[src/rtl/commu_rx_frm_if.sv]
`default_nettype none
// ============================================================================
// Module   : commu_rx_frm_if
// Purpose  : Bundles the receive byte stream and the frame-report outputs of
//            commu_rx_frm into one interface.
//   master : byte source / downstream consumer side
//            (drives rx_vld, rx_data; observes every result signal)
//   slave  : the frame receiver itself
//            (takes rx_vld, rx_data; drives every result signal)
// Signals  : rx_vld/rx_data          one strobe per received byte
//            pay_vld/pay_data/pay_last  cut-through payload stream
//            frm_ok/frm_err/err_code    per-frame verdict
//            cmd_retry                  retry command to the sender (8'h03)
//            frm_cnt                    good-frame counter
//            busy                       receiver is inside a frame
// Revision : 1.0  initial release
// ============================================================================
interface commu_rx_frm_if;
  logic        rx_vld;
  logic [7:0]  rx_data;
  logic        pay_vld;
  logic [7:0]  pay_data;
  logic        pay_last;
  logic        frm_ok;
  logic        frm_err;
  logic [1:0]  err_code;
  logic [7:0]  cmd_retry;
  logic [15:0] frm_cnt;
  logic        busy;

  modport master (
    output rx_vld, rx_data,
    input  pay_vld, pay_data, pay_last, frm_ok, frm_err, err_code,
           cmd_retry, frm_cnt, busy
  );

  modport slave (
    input  rx_vld, rx_data,
    output pay_vld, pay_data, pay_last, frm_ok, frm_err, err_code,
           cmd_retry, frm_cnt, busy
  );
endinterface
`default_nettype wire

[src/rtl/commu_rx_frm.sv]
`default_nettype none
// ============================================================================
// Module   : commu_rx_frm
// Purpose  : Frame receiver for the head/push/tail link. Parses
//            HEAD0 HEAD1 LEN P[0..LEN-1] CHK TAIL, forwards payload bytes
//            cut-through and reports every frame as good (frm_ok) or bad
//            (frm_err + err_code + cmd_retry).
// Ports    : clk_sys  system clock, rising edge
//            rst_n    asynchronous active-low reset
//            bus      commu_rx_frm_if.slave
//                       in : rx_vld, rx_data
//                       out: pay_vld, pay_data, pay_last, frm_ok, frm_err,
//                            err_code, cmd_retry, frm_cnt, busy
// Params   : HEAD0/HEAD1  sync bytes
//            TAIL         frame terminator
//            MAX_LEN      largest legal payload length (1..255)
//            TIMEOUT      inter-byte timeout in clk_sys cycles (>= 1)
//            FRM_CNT_INIT value frm_cnt takes in reset
// Revision : 1.0  initial release
// ============================================================================
module commu_rx_frm #(
  parameter logic [7:0]  HEAD0        = 8'hEB,
  parameter logic [7:0]  HEAD1        = 8'h90,
  parameter logic [7:0]  TAIL         = 8'h0D,
  parameter int unsigned MAX_LEN      = 64,
  parameter logic [15:0] TIMEOUT      = 16'd1000,
  parameter logic [15:0] FRM_CNT_INIT = 16'h0000
) (
  input  logic          clk_sys,
  input  logic          rst_n,
  commu_rx_frm_if.slave bus
);

  typedef enum logic [2:0] {
    S_IDLE  = 3'd0,
    S_HEAD1 = 3'd1,
    S_LEN   = 3'd2,
    S_PAY   = 3'd3,
    S_CHK   = 3'd4,
    S_TAIL  = 3'd5
  } state_t;

  localparam logic [7:0]  c_max_len   = MAX_LEN[7:0];
  // The counter value seen on the TIMEOUT-th silent cycle.
  localparam logic [15:0] c_tmo_last  = TIMEOUT - 16'd1;
  // The sender's FSM decodes retry as bit0 & bit1.
  localparam logic [7:0]  c_retry     = 8'h03;
  localparam logic [1:0]  c_err_len   = 2'd0;
  localparam logic [1:0]  c_err_chk   = 2'd1;
  localparam logic [1:0]  c_err_tail  = 2'd2;
  localparam logic [1:0]  c_err_tmo   = 2'd3;

  state_t      r_state;
  logic [7:0]  r_len;
  logic [7:0]  r_acc;
  logic [7:0]  r_idx;
  logic [15:0] r_tmo;

  logic        r_pay_vld;
  logic [7:0]  r_pay_data;
  logic        r_pay_last;
  logic        r_frm_ok;
  logic        r_frm_err;
  logic [1:0]  r_err_code;
  logic [7:0]  r_cmd_retry;
  logic [15:0] r_frm_cnt;
  logic        r_busy;

  logic        w_err_fire;
  logic [1:0]  w_err_cause;

  // --------------------------------------------------------------------------
  // Rejection decode. All four causes are mutually exclusive: three need a
  // byte in a specific state, the timeout needs the absence of a byte.
  // --------------------------------------------------------------------------
  always_comb begin
    w_err_fire  = 1'b0;
    w_err_cause = c_err_len;
    if (bus.rx_vld) begin
      case (r_state)
        S_LEN: begin
          if ((bus.rx_data == 8'h00) || (bus.rx_data > c_max_len)) begin
            w_err_fire  = 1'b1;
            w_err_cause = c_err_len;
          end
        end
        S_CHK: begin
          if (bus.rx_data != r_acc) begin
            w_err_fire  = 1'b1;
            w_err_cause = c_err_chk;
          end
        end
        S_TAIL: begin
          if (bus.rx_data != TAIL) begin
            w_err_fire  = 1'b1;
            w_err_cause = c_err_tail;
          end
        end
        default: ;
      endcase
    end else if ((r_state != S_IDLE) && (r_tmo == c_tmo_last)) begin
      w_err_fire  = 1'b1;
      w_err_cause = c_err_tmo;
    end
  end

  // --------------------------------------------------------------------------
  // Frame FSM with registered outputs. Every transition back to S_IDLE takes
  // effect on the deciding edge, so a HEAD0 in the very next cycle is parsed.
  // --------------------------------------------------------------------------
  always_ff @(posedge clk_sys or negedge rst_n) begin
    if (!rst_n) begin
      r_state     <= S_IDLE;
      r_len       <= 8'h00;
      r_acc       <= 8'h00;
      r_idx       <= 8'h00;
      r_tmo       <= 16'h0000;
      r_pay_vld   <= 1'b0;
      r_pay_data  <= 8'h00;
      r_pay_last  <= 1'b0;
      r_frm_ok    <= 1'b0;
      r_frm_err   <= 1'b0;
      r_err_code  <= 2'd0;
      r_cmd_retry <= 8'h00;
      r_frm_cnt   <= FRM_CNT_INIT;
      r_busy      <= 1'b0;
    end else begin
      // Pulse outputs default low; pay_data and err_code hold.
      r_pay_vld   <= 1'b0;
      r_pay_last  <= 1'b0;
      r_frm_ok    <= 1'b0;
      r_frm_err   <= 1'b0;
      r_cmd_retry <= 8'h00;

      // Silence counter only runs while inside a frame.
      if ((r_state == S_IDLE) || bus.rx_vld) begin
        r_tmo <= 16'h0000;
      end else begin
        r_tmo <= r_tmo + 16'd1;
      end

      if (w_err_fire) begin
        r_frm_err   <= 1'b1;
        r_err_code  <= w_err_cause;
        r_cmd_retry <= c_retry;
        r_state     <= S_IDLE;
        r_busy      <= 1'b0;
      end else if (bus.rx_vld) begin
        case (r_state)
          S_IDLE: begin
            if (bus.rx_data == HEAD0) begin
              r_state <= S_HEAD1;
              r_busy  <= 1'b1;
            end
          end

          S_HEAD1: begin
            // A repeated HEAD0 keeps the hunt alive; anything else drops
            // sync silently.
            if (bus.rx_data == HEAD1) begin
              r_state <= S_LEN;
            end else if (bus.rx_data != HEAD0) begin
              r_state <= S_IDLE;
              r_busy  <= 1'b0;
            end
          end

          S_LEN: begin
            // Length already validated by the rejection decode.
            r_len   <= bus.rx_data;
            r_acc   <= bus.rx_data;
            r_idx   <= 8'h00;
            r_state <= S_PAY;
          end

          S_PAY: begin
            r_pay_vld  <= 1'b1;
            r_pay_data <= bus.rx_data;
            r_acc      <= r_acc + bus.rx_data;
            r_idx      <= r_idx + 8'd1;
            if (r_idx == (r_len - 8'd1)) begin
              r_pay_last <= 1'b1;
              r_state    <= S_CHK;
            end
          end

          S_CHK: begin
            r_state <= S_TAIL;
          end

          S_TAIL: begin
            r_frm_ok  <= 1'b1;
            r_frm_cnt <= r_frm_cnt + 16'd1;
            r_state   <= S_IDLE;
            r_busy    <= 1'b0;
          end

          default: begin
            r_state <= S_IDLE;
            r_busy  <= 1'b0;
          end
        endcase
      end
    end
  end

  assign bus.pay_vld   = r_pay_vld;
  assign bus.pay_data  = r_pay_data;
  assign bus.pay_last  = r_pay_last;
  assign bus.frm_ok    = r_frm_ok;
  assign bus.frm_err   = r_frm_err;
  assign bus.err_code  = r_err_code;
  assign bus.cmd_retry = r_cmd_retry;
  assign bus.frm_cnt   = r_frm_cnt;
  assign bus.busy      = r_busy;

endmodule
`default_nettype wire

[src/flat_wrapper.sv]
// flat-port wrapper written by rule: the top's interface ports become plain ports
module commu_rx_frm_flat 
#(
  parameter logic [7:0]  HEAD0        = 8'hEB,
  parameter logic [7:0]  HEAD1        = 8'h90,
  parameter logic [7:0]  TAIL         = 8'h0D,
  parameter int unsigned MAX_LEN      = 64,
  parameter logic [15:0] TIMEOUT      = 16'd1000,
  parameter logic [15:0] FRM_CNT_INIT = 16'h0000
)
  (clk_sys, rst_n, bus_rx_vld, bus_rx_data, bus_pay_vld, bus_pay_data, bus_pay_last, bus_frm_ok, bus_frm_err, bus_err_code, bus_cmd_retry, bus_frm_cnt, bus_busy);
  commu_rx_frm_if bus_i ();
  input  logic clk_sys;
  input  logic rst_n;
  input wire logic [$bits(bus_i.rx_vld)-1:0] bus_rx_vld;
  input wire logic [$bits(bus_i.rx_data)-1:0] bus_rx_data;
  output wire logic [$bits(bus_i.pay_vld)-1:0] bus_pay_vld;
  output wire logic [$bits(bus_i.pay_data)-1:0] bus_pay_data;
  output wire logic [$bits(bus_i.pay_last)-1:0] bus_pay_last;
  output wire logic [$bits(bus_i.frm_ok)-1:0] bus_frm_ok;
  output wire logic [$bits(bus_i.frm_err)-1:0] bus_frm_err;
  output wire logic [$bits(bus_i.err_code)-1:0] bus_err_code;
  output wire logic [$bits(bus_i.cmd_retry)-1:0] bus_cmd_retry;
  output wire logic [$bits(bus_i.frm_cnt)-1:0] bus_frm_cnt;
  output wire logic [$bits(bus_i.busy)-1:0] bus_busy;
  assign bus_i.rx_vld = bus_rx_vld;
  assign bus_i.rx_data = bus_rx_data;
  assign bus_pay_vld = bus_i.pay_vld;
  assign bus_pay_data = bus_i.pay_data;
  assign bus_pay_last = bus_i.pay_last;
  assign bus_frm_ok = bus_i.frm_ok;
  assign bus_frm_err = bus_i.frm_err;
  assign bus_err_code = bus_i.err_code;
  assign bus_cmd_retry = bus_i.cmd_retry;
  assign bus_frm_cnt = bus_i.frm_cnt;
  assign bus_busy = bus_i.busy;
  commu_rx_frm #(.HEAD0(HEAD0), .HEAD1(HEAD1), .TAIL(TAIL), .MAX_LEN(MAX_LEN), .TIMEOUT(TIMEOUT), .FRM_CNT_INIT(FRM_CNT_INIT)) u_core (.clk_sys(clk_sys), .rst_n(rst_n), .bus(bus_i));
endmodule
[config.mk]
export PLATFORM = sky130hd
export DESIGN_NAME = commu_rx_frm_flat
export DESIGN_NICKNAME = d
export VERILOG_FILES = /design/src/rtl/commu_rx_frm_if.sv /design/src/rtl/commu_rx_frm.sv /design/src/flat_wrapper.sv
export SDC_FILE = /design/constraint.sdc
export NUM_CORES = 1
export LEC_CHECK = 0
export BUFFER_PORTS_ARGS = -buffer_cell sky130_fd_sc_hd__buf_2
export CORE_AREA = 10 10 118 120
export CTS_CLUSTER_SIZE = 24
export DETAILED_ROUTE_END_ITERATION = 10
export DIE_AREA = 0 0 128 130
export GPL_ROUTABILITY_DRIVEN = 0
export GPL_TIMING_DRIVEN = 0
export PLACE_DENSITY = 0.63
export SYNTH_ARGS = -nofsm -noshare
export SYNTH_HDL_FRONTEND = slang
export SYNTH_SLANG_ARGS = --single-unit
[constraint.sdc]
create_clock -name clk_sys -period 3.3 [get_ports clk_sys]
set_input_delay 0.825 -clock clk_sys [delete_from_list [all_inputs] [get_ports clk_sys]]
set_output_delay 0.825 -clock clk_sys [all_outputs]
set_load 0.01 [all_outputs]
==> flow_metrics.py <==
metrics = {
    "cts": {
        "clock-sinks": 74,
        "cts_tree": "built",
        "path_clk_slew_ns": 0.06,
        "cts.hold.buffers_added": 0,
        "worstSkewPairLatency_ns": 0.34,
        "htreeDepth": 3,
        "numCtsBuffers": 9,
        "root_buffer": "clkbuf_16",
        "clock_path_buffers": 2,
    },
    "setup_path": {
        "rrSetupSlack_ns": 0.59,
        "reg2reg_depth": 9,
        "arrival_ns": 3.24,
        "slowest_delay_ns": 0.37,
        "cp_max_fo": 7,
        "critPathKind": "input pin to register",
        "path_buf_inv": 2,
        "cp_data_required_time_ns": 3.52,
        "critPathCaptureType": "register",
        "cpMaxStageDelayCell": "ha_1",
        "path_cells": "buf_2 > ha_1 > nor4_1 > and3_1 > o21ai_1 > nor3_4 > and3_1 > buf_4 > or3b_1 > xnor2_1",
        "path_delay_family": "simple AND/OR/NAND/NOR gates",
        "r2r-start": "u_core.r_acc[5]",
        "startpoint_type": "input pin",
        "cp_common_cell": "and3_1",
        "r2r_end": "u_core.bus.frm_cnt[15]",
    },
    "finish": {
        "fillerInstances": 1168,
        "multi_input_area_um2": 1980,
        "nets": 484,
        "drive_above_1_share": 0.208,
        "antennaDiodeCount": 0,
        "areaGrowthSynthToFinish_pct": 19.2,
        "fin_area_um2": 4760,
        "ff_latch_area_um2": 1850,
    },
    "yosys": {
        "synthCells": 399,
        "synth-edff-count": 0,
        "yosysSeqAreaShare": 0.464,
        "avgSynthCellArea_um2": 10.0,
        "yosysTopAreaCellShare": 0.464,
        "yosys.cell_count.top_type": "dfrtp_1",
        "synthArstFlopShare": 1.00,
        "synth_area_um2": 3990,
        "yosys.area.top_type": "dfrtp_1",
        "synthTopCellsByCount": "74 x dfrtp_1, 44 x nor2_1, 27 x xnor2_1",
        "ys_dominant_reg_cell": "dfrtp_1",
        "synth.distinct_cells": 54,
        "ys_warn_count": 0,
        "synth_seq_cells": 74,
        "synth.area.top_cells": "dfrtp_1 46%, xnor2_1 5.9%, mux2_2 4.5%, xor2_1 4.2%, nor2_1 4.1%",
    },
    "sta": {
        "rsz0062_at_grt": "no",
        "slew_viol_final": 0,
        "clock_skew_ns": 0.0146,
        "worst_hold_slack_ns": 0.451,
        "setup_viol": 0,
        "hold_viol_final": 0,
        "worst_pin_slew_ns": 0.835,
        "fin_crit_ns": 3.03,
        "fmax_ghz": 0.331,
        "maxSlewHeadroom": 0.436,
        "period_share": 0.917,
    },
    "status": {
        "status": "finished, final reports clean",
    },
    "route": {
        "first_iter_violations": 164,
        "num_vias": 3090,
        "ant_nets": 0,
        "wire_per_inst_um": 15.0,
        "via_per_inst": 5.04,
        "wirelength_mm": 9.22,
        "drcViolationCount": 0,
        "detail_route.first_pass.iterations": 4,
    },
    "power_and_ir_drop": {
        "ir_drop_uv": 247,
        "powerDensity_nw_per_um2": 484,
        "p_total_mw": 2.30,
        "power_leakage_nw": 2.26,
    },
    "global_route": {
        "grt_pass1_wl_mm": 15.8,
        "grt_usage": 0.116,
        "grt_pass1_vias": 3161,
        "overflow": 0,
        "antenna_found_initial": 0,
        "grt_start_max_net_pins": 39,
    },
    "place": {
        "placed_area_um2": 4430,
        "numPortBuffers": 42,
        "hpwl_mm": 6.70,
    },
    "floorplanning": {
        "die_w_um": 128,
        "core_um2": 11700,
        "fp-row-count": 40,
        "start_util": 0.341,
        "die-area_um2": 16600,
        "die_y_um": 130,
        "io_pins": 50,
    },
    "hold_path": {
        "min_path_type": "input pin to asynchronous set/reset pin",
    },
    "run": {
        "drv_cap": 0,
    },
}
metal layers:
layer / track usage / up-vias / part of all wire
li1: - / 1514 / -
met3: 0.0308 / 12 / 0.045
met4: 0.0411 / 0 / 0.016
met2: 0.190 / 62 / 0.48
met5: 0 / - / 0
met1: 0.145 / 1502 / 0.46
cell families after synthesis:
logic type,Yosys count,share of synthesized area
compound gates,60,0.0997
xor+xnor,46,0.101
fa+ha+maj,12,0.0395
buf+inv,38,0.0448
flops,74,0.464
mux,18,0.0502
other cells,1,0.000940
simple gates,150,0.200
state kept, by name (all words and copies together) (netlist names):
name                  cells
u_core.r_len              8
u_core.bus.frm_cnt       16
u_core.bus.frm_ok         1
u_core.r_state            3
u_core.r_acc              8
u_core.bus.pay_last       1
u_core.bus.busy           1
u_core.bus.err_code       2
u_core.bus.cmd_retry      1
u_core.bus.pay_vld        1
u_core.bus.pay_data       8
u_core.r_idx              8
u_core.r_tmo             16
final cells by class:
cell class	instances	share of cell area
inverter	15	0.0118
tap	147	0.0387
timing repair buffer	46	0.0537
multi-input combinational	292	0.417
sequential	74	0.389
clock buffer	9	0.0474
clock inverter	7	0.0160
buffer	23	0.0258
worst max path at each step:
stage,end,slack (ns),cells past startpoint,startpoint
5_1_grt,u_core.bus.frm_cnt[15],0.06,10,bus_rx_data[5]
3_3_place_gp,u_core.r_len[0],-0.23,8,bus_rx_data[5]
2_1_floorplan,u_core.bus.frm_cnt[15],0.39,9,bus_rx_data[5]
6_report,u_core.bus.frm_cnt[15],0.27,10,bus_rx_data[5]
3_5_place_dp,u_core.r_len[1],-0.24,8,bus_rx_data[5]
4_1_cts,u_core.r_len[1],0.11,8,bus_rx_data[5]
report_power, final:
part | internal, mW | leakage [nW] | switching [mW]
Sequential | 0.949 | 0.996 | 0.0316
Clock | 0.591 | 0.142 | 0.409
Combinational | 0.127 | 1.12 | 0.194
Total | 1.67 | 2.26 | 0.634
cell usage in the layout, fill, tap and decap left out, types with 3 or more instances in the layout:
cell       synthesis  routed
buf_4              9      13
xor2_1            19      19
and4_1             6       6
mux2_2            16      16
ha_1              11      11
clkbuf_16          0       9
nand3_1           16      16
a21o_1             3       3
nor2_1            44      44
inv_1             15      15
a21boi_0           3       3
o21ai_0           14      13
nor3_1            10       9
nand4_1           13      13
dfrtp_1           74      74
a31oi_1            3       3
xnor2_1           27      27
nand2_1           22      22
conb_1             1       6
buf_2              2      43
a21oi_1           17      17
and3_1            11      11
nor2b_1            8       8
o211ai_1           4       4
clkbuf_1          11      11
worst register-to-register path: stages, from the launching register on:
cell	delay [ns]
dfrtp_1	0.38
ha_1	0.33
nor4_1	0.33
and3_1	0.23
o21ai_1	0.19
nor3_4	0.30
and3_1	0.19
buf_4	0.15
or3b_1	0.36
xnor2_1	0.13
metrics by stage:
stage / setup TNS [ns] / utilization / setup WS, ns / cells
finish: 0 / 0.406 / 0.274 / 613
CTS: 0 / 0.404 / 0.115 / 610
detailed placement: -2.30 / 0.378 / -0.239 / 594
global route: 0 / 0.406 / 0.0576 / 613
floorplan: 0 / - / 0.390 / 404
global placement: -2.21 / 0.376 / -0.226 / 593
repair_timing:
action,in CTS,in global routing
resized for setup,0,2
setup buffers,0,3
endpoints found under the setup margin,0,14
(Power assumes the default switching activity.)
